### src/rtl/uart_tx_if.sv
// Valid/ready word handshake between the upstream data register and the UART transmitter.
interface uart_tx_if #(
  parameter int DATA_BITS = 8
) ();
  logic [DATA_BITS-1:0] data;
  logic                 valid;
  logic                 ready;

  modport master (output data, output valid, input ready);
  modport slave  (input data, input valid, output ready);
endinterface

### src/rtl/uart_tx.sv
// Asynchronous serial transmitter: start bit, LSB-first data, optional even parity, stop bits.
module uart_tx #(
  parameter int CLKS_PER_BIT = 868,
  parameter int DATA_BITS    = 8,
  parameter int PARITY_EN    = 0,
  parameter int STOP_BITS    = 1
) (
  input  logic     clk_i,
  input  logic     reset_i,
  uart_tx_if.slave up,
  output logic     tx_o,
  output logic     busy_o
);
  localparam int CW = (CLKS_PER_BIT > 1) ? $clog2(CLKS_PER_BIT) : 1;
  localparam int BW = $clog2(DATA_BITS);
  localparam logic [CW-1:0] CYC_LAST  = CW'(CLKS_PER_BIT - 1);
  localparam logic [BW-1:0] DATA_LAST = BW'(DATA_BITS - 1);
  localparam logic [BW-1:0] STOP_LAST = BW'(STOP_BITS - 1);

  typedef enum logic [2:0] {IDLE, START, DATA, PARITY, STOP} state_t;

  state_t               state;
  logic [CW-1:0]        cyc_cnt;
  logic [BW-1:0]        bit_cnt;
  logic [DATA_BITS-1:0] shift_q;
  logic                 parity_q;
  logic                 bit_done;
  logic                 ready_c;
  logic                 xfer;

  // Ready also opens in the last cycle of the final stop bit so frames can abut.
  always_comb begin
    bit_done = (cyc_cnt == CYC_LAST);
    ready_c  = !reset_i &&
               ((state == IDLE) || ((state == STOP) && bit_done && (bit_cnt == STOP_LAST)));
    xfer     = up.valid && ready_c;
  end

  assign up.ready = ready_c;

  always_ff @(posedge clk_i) begin
    if (reset_i) begin
      state    <= IDLE;
      cyc_cnt  <= '0;
      bit_cnt  <= '0;
      shift_q  <= '0;
      parity_q <= 1'b0;
      tx_o     <= 1'b1;
      busy_o   <= 1'b0;
    end else if (xfer) begin
      state    <= START;
      cyc_cnt  <= '0;
      bit_cnt  <= '0;
      shift_q  <= up.data;
      parity_q <= ^up.data;
      tx_o     <= 1'b0;
      busy_o   <= 1'b1;
    end else begin
      if (state != IDLE) begin
        cyc_cnt <= bit_done ? '0 : cyc_cnt + 1'b1;
      end
      case (state)
        START: begin
          if (bit_done) begin
            state   <= DATA;
            bit_cnt <= '0;
            tx_o    <= shift_q[0];
          end
        end
        DATA: begin
          if (bit_done) begin
            if (bit_cnt == DATA_LAST) begin
              bit_cnt <= '0;
              if (PARITY_EN != 0) begin
                state <= PARITY;
                tx_o  <= parity_q;
              end else begin
                state <= STOP;
                tx_o  <= 1'b1;
              end
            end else begin
              bit_cnt <= bit_cnt + 1'b1;
              shift_q <= {1'b0, shift_q[DATA_BITS-1:1]};
              tx_o    <= shift_q[1];
            end
          end
        end
        PARITY: begin
          if (bit_done) begin
            state   <= STOP;
            bit_cnt <= '0;
            tx_o    <= 1'b1;
          end
        end
        STOP: begin
          if (bit_done) begin
            if (bit_cnt == STOP_LAST) begin
              state   <= IDLE;
              bit_cnt <= '0;
              busy_o  <= 1'b0;
            end else begin
              bit_cnt <= bit_cnt + 1'b1;
            end
          end
        end
        default: begin
          tx_o   <= 1'b1;
          busy_o <= 1'b0;
        end
      endcase
    end
  end
endmodule

### src/flat_wrapper.sv
// flat-port wrapper written by rule: the top's interface ports become plain ports
module uart_tx_flat 
#(
  parameter int CLKS_PER_BIT = 868,
  parameter int DATA_BITS    = 8,
  parameter int PARITY_EN    = 0,
  parameter int STOP_BITS    = 1
)
  (clk_i, reset_i, tx_o, busy_o, up_data, up_valid, up_ready);
  uart_tx_if #(.DATA_BITS(DATA_BITS)) up_i ();
  input  logic clk_i;
  input  logic reset_i;
  output logic tx_o;
  output logic busy_o;
  input wire logic [$bits(up_i.data)-1:0] up_data;
  input wire logic [$bits(up_i.valid)-1:0] up_valid;
  output wire logic [$bits(up_i.ready)-1:0] up_ready;
  assign up_i.data = up_data;
  assign up_i.valid = up_valid;
  assign up_ready = up_i.ready;
  uart_tx #(.CLKS_PER_BIT(CLKS_PER_BIT), .DATA_BITS(DATA_BITS), .PARITY_EN(PARITY_EN), .STOP_BITS(STOP_BITS)) u_core (.clk_i(clk_i), .reset_i(reset_i), .up(up_i), .tx_o(tx_o), .busy_o(busy_o));
endmodule
### config.mk
export PLATFORM = sky130hd
export DESIGN_NAME = uart_tx_flat
export DESIGN_NICKNAME = d
export VERILOG_FILES = /design/src/rtl/uart_tx_if.sv /design/src/rtl/uart_tx.sv /design/src/flat_wrapper.sv
export SDC_FILE = /design/constraint.sdc
export NUM_CORES = 1
export LEC_CHECK = 0
export ABC_AREA = 1
export CAP_MARGIN = 20
export CORE_AREA = 8 8 63 65
export CTS_BUF_LIST = sky130_fd_sc_hd__clkbuf_8
export DETAILED_ROUTE_END_ITERATION = 7
export DIE_AREA = 0 0 71 73
export PLACE_DENSITY = 0.85
export SYNTH_ARGS = -nofsm -noshare
export SYNTH_HDL_FRONTEND = slang
export SYNTH_SLANG_ARGS = --single-unit
### constraint.sdc
create_clock -name clk_i -period 2.5 [get_ports clk_i]
set_input_delay 0.375 -clock clk_i [delete_from_list [all_inputs] [get_ports clk_i]]
set_output_delay 0.375 -clock clk_i [all_outputs]
set_load 0.05 [all_outputs]
Word level (Yosys, flattened, before mapping)
Cells that the tools add are included.

operators by class
  add/sub/neg operators = 2
  eq/ne operators = 22
  muxes and demuxes = 29
  reduce and logical (&&, ||, !) cells = 23

operators by type and width
  operator                                                               number
  3-bit 2-to-1 mux                                                       11
  8-bit 2-to-1 mux                                                       4
  2-bit by 1-bit != test with 1-bit output, second input constant        9
  3-bit by 1-bit != test with 1-bit output, second input constant        5
  7-bit AND reduction                                                    2
  3-bit one-hot mux with 4 select lines                                  1
  10-bit by 1-bit adder with 10-bit output, second input constant        1
  10-bit equality test, second input constant                            1
  10-bit 2-to-1 mux                                                      1
  1-bit 2-to-1 mux                                                       9
  3-bit one-hot mux with 3 select lines                                  1
  4-bit AND reduction                                                    2
  3-bit by 2-bit equality test with 1-bit output, second input constant  2
  3-bit equality test, second input constant                             2
  3-bit logical NOT                                                      2
  3-bit AND reduction                                                    2
  3-bit nonzero test                                                     2
  5-bit nonzero test                                                     1
  1-bit logical AND                                                      4
  1-bit one-hot mux with 4 select lines                                  1
  2-bit nonzero test                                                     2
  4-bit nonzero test                                                     1
  2-bit OR reduction                                                     2
  3-bit by 1-bit adder with 3-bit output, second input constant          1
  other kinds (7)                                                        7

word-level totals
  bits in registers = 26
  input bits = 11
  output and inout bits = 3

Depth between registers and ports, before layout
  depth in word-level cells = 8
  mapped depth = 12
  gate-level depth less buffers = 11

Worst setup path before layout
No wires, ideal clock.

  kind = flip-flop to output port
  start = register u_core.cyc_cnt[0]
  end = output up_ready
  arrival = 1.458 ns
  data required time = 2.125 ns
  path slack = 0.667 ns
  stages on the path, launching flop included = 7
  path through = dfxtp_1 -> ha_1 -> nand3_2 -> inv_1 -> nand3_4 -> nand2_4 -> and2_1

on the way
  cells in the longest elaborated chain, start to end = 5

ends and longest elaborated chain
  what                            RTL line            source
  start: declaration              uart_tx.sv:23       logic [CW-1:0] cyc_cnt;
  start signal: assignment        uart_tx.sv:60       cyc_cnt <= bit_done ? '0 : cyc_cnt + 1'b1;
  10-bit equality test            uart_tx.sv:33       bit_done = (cyc_cnt == CYC_LAST);
  1-bit logical AND (2 in a row)  uart_tx.sv:35       ((state == IDLE) || ((state == STOP) && bit_done && (bit_cnt == STOP_LAST)));
  1-bit logical OR                uart_tx.sv:35
  1-bit logical AND               uart_tx.sv:34       ready_c = !reset_i &&
  end: declaration                flat_wrapper.sv:17  output wire logic [$bits(up_i.ready)-1:0] up_ready;

Every way passes these cells.

Worst setup path in the final report
Ends and elaborated chain as after synthesis.

==> qor.yml <==
yosys:
  yosysMostFrequentCell: "nand2_1"
  synth_top_family_by_area: "simple AND/OR/NAND/NOR gates"
  ys_ff_latch: 26
  synthAdderAreaFrac_pct: 3.26
  syn_area_per_cell_um2: 7.15
  synthTopCellsByCount: "44 x nand2_1, 26 x dfxtp_1, 22 x inv_1, 21 x nand3_1, 21 x nor2_1"
  yosysTopAreaCell: "dfxtp_1"
  ys_seq_area_share_pct: 33.9
  synth_flop_cell: "dfxtp_1"
  synth.area.top_cells: "dfxtp_1 34%, nand2_1 11%, nand4_1 7.3%"
  synth_cells: 215
  syn-cell-area_um2: 1540
  synth_top_area_share_pct: 33.9
  synthesis.nets: 230
  synth-edff-count: 0
  synth_compound_area_share_pct: 9.36
  ys.warnings.count: 0
  synth.mux.area_fraction_pct: 0
  synthArstFlopShare_pct: 0
  synth-simple-area-share_pct: 44.1
  synth_xor_area_share_pct: 1.71
  ys_types: 31
detailed_routing:
  drt_iter0_markers: 128
  firstDrtPassIters: 4
  drcViolationCount: 0
  routed_wl_um: 3190
  viasPerCell: 5.55
  routedWlPerCell_um: 12.2
  final_antenna_net_count: 0
  vias: 1455
sta:
  fin_crit_sh_pct: 89.2
  hold_viol: 0
  skew_ns: 0.00207
  drv_slew: 0
  layout_setup_ws_ns: 0.271
  tightest_slew_ns: 0.504
  rsz0062_at_grt: "no"
  timing.fmax_mhz: 449
  min_period_ns: 2.23
  setup_viol_count_final: 0
  fin_setup_tns_ns: 0
  slew_headroom_pct: 66.3
finish:
  antenna_cells: 0
  final_cells: 262
  fin_nets: 245
  drive_gt1_share_pct: 11.8
  final_util_pct: 59.4
  area_delta_synth_final_pct: 14.3
  fillers: 270
placed_design:
  gp_congestion: 0.831
  hpwl_um: 2450
  placed_cells: 258
  pre_cts_ws_ns: 0.523
  portBuffers: 13
power:
  netSwitchingFraction_pct: 26.1
  finalPower_uw: 845
  combPwrFrac_pct: 15.7
  clkPwrFrac_pct: 32.0
  power_leakage_uw: 0.000696
  powerDensity_nw_per_um2: 481
  seq_power_share_pct: 52.3
  cell_internal_pwr_uw: 625
  vdd_drop_max_mv: 0.245
  switchingPower_uw: 220
global_route:
  grt_max_degree: 22
  grt_pass1_vias: 1365
  grt_pass1_wl_um: 5710
  antenna_found_initial: 0
  track_usage_pct: 13.4
  grt_overflow: 0
die:
  fp.dieH_um: 73
  initial_utilization_pct: 52.0
  ioPinCount: 14
  dieWidth_um: 71
  die-area_um2: 5180
  core_area_um2: 2950
  rows: 20
flow_run:
  drv_cap: 0
setup_path:
  cp_top_family: "simple AND/OR/NAND/NOR gates"
  slowest_stage: "dfxtp_1"
  timing.critical_path.buf_inv: 2
  crit_fanout: 8
  crit_path_end_kind: "output pin"
  slowest_delay_ns: 0.40
  worstSetupPathType: "register to output pin"
  arrival_ns: 1.85
  required_ns: 2.12
  start_kind: "register"
  crit_chain: "ha_1, nand3_2, inv_1, nand3_4, nand2_4, and2_1, buf_12"
clocking:
  hold_buffers: 0
  cts_buffers: 3
  clk_latency_ns: 0.27
  clk_pin_slew_ns: 0.09
  ctsResizeCount: 0
  clockBufferDepth: 2
  cts_root_buf: "clkbuf_8"
  clock_sinks: 26
  tritoncts: "done"
  htree_levels: 1
  cts_setup_buffers: 0
worst_hold_path:
  hold_class: "register to register"
status:
  status: "complete, no violations"
## per-layer routing
layer,global-route usage [%],routed length (µm),part of all wire [%]
met2,21.1,1420,44
met4,6.00,60,1.9
met5,0,0,0
met3,3.71,115,3.6
met1,16.6,1600,50
## state kept, by name (all words and copies together), names as in the netlist
register / count
u_core.bit_cnt: 3
u_core.busy_o: 1
u_core.cyc_cnt: 10
u_core.shift_q: 8
u_core.state: 3
u_core.tx_o: 1
## metrics by stage
step                      area (µm²)  hold WS, ns
after floorplan                 1540        0.457
after global placement          1700        0.445
after detailed placement        1700        0.450
after CTS                       1760        0.472
after global routing            1760        0.489
final                           1760        0.470
## logic make-up (layout without fill, tap and decap cells)
logic type / after synthesis / count (layout)
AO/OA/AOI/OAI: 26 / 26
adder cells (fa/ha/maj): 4 / 4
flip-flops: 26 / 26
AND/OR/NAND/NOR: 127 / 127
buffers and inverters: 29 / 43
XOR/XNOR: 3 / 3
## placed cells by master (no fill, tap or decap)
cell type | synthesis | routed
nand2_1 | 44 | 44
dfxtp_1 | 26 | 26
inv_1 | 22 | 22
nor2_1 | 21 | 21
nand3_1 | 21 | 21
nand4_1 | 18 | 18
a21oi_1 | 15 | 15
clkdlybuf4s50_1 | 0 | 12
o21ai_0 | 6 | 6
nor3_1 | 4 | 4
ha_1 | 4 | 4
clkbuf_8 | 0 | 4
nand2_2 | 3 | 3
nor2_4 | 3 | 3
a21oi_2 | 3 | 3
xor2_1 | 3 | 3
inv_2 | 2 | 2
nand3_2 | 2 | 2
nand3_4 | 2 | 2
nor3_2 | 2 | 2
nand2_4 | 1 | 1
o21ai_1 | 1 | 1
nor2_2 | 1 | 1
and2_1 | 1 | 1
nand3b_1 | 1 | 1
nor3_4 | 1 | 1
clkinv_1 | 1 | 1
o211ai_1 | 1 | 1
nand4_2 | 1 | 1
nor3b_1 | 1 | 1
buf_12 | 0 | 1
buf_4 | 0 | 1
## layout make-up
type | instances | area (µm²) | share of cell area [%]
Clock buffer | 4 | 55.1 | 3.14
Inverter | 25 | 93.8 | 5.35
Multi-Input combinational cell | 160 | 897 | 51.1
Timing Repair Buffer | 14 | 148 | 8.41
Sequential cell | 26 | 520 | 29.7
Tap cell | 33 | 41.3 | 2.35
## worst paths after layout
check / start / end / slack [ns] / cells after the start
setup / recovery: u_core.cyc_cnt[0] / up_ready / 0.27 / 7
hold / removal: u_core.tx_o / u_core.tx_o / 0.47 / 2
setup reg to reg: u_core.cyc_cnt[0] / u_core.cyc_cnt[4] / 0.50 / 8
hold reg to reg: u_core.tx_o / u_core.tx_o / 0.47 / 2
## power groups by stage
stage / Combinational [µW] / Sequential [µW] / Clock (µW)
2_1_floorplan: 79.8 / 460 / 0
3_3_place_gp: 132 / 451 / 0
3_5_place_dp: 133 / 451 / 0
4_1_cts: 133 / 441 / 275
5_1_grt: 148 / 444 / 294
6_report: 133 / 442 / 270
## worst register-to-register path, delay by kind of cell (launching register included)
kind	cells	cell delay (ns)
flip-flops	1	0.40
buffers and inverters	1	0.13
adder cells (fa/ha/maj)	1	0.30
AND/OR/NAND/NOR	6	1.05
Power figures use the tool's default switching activity.
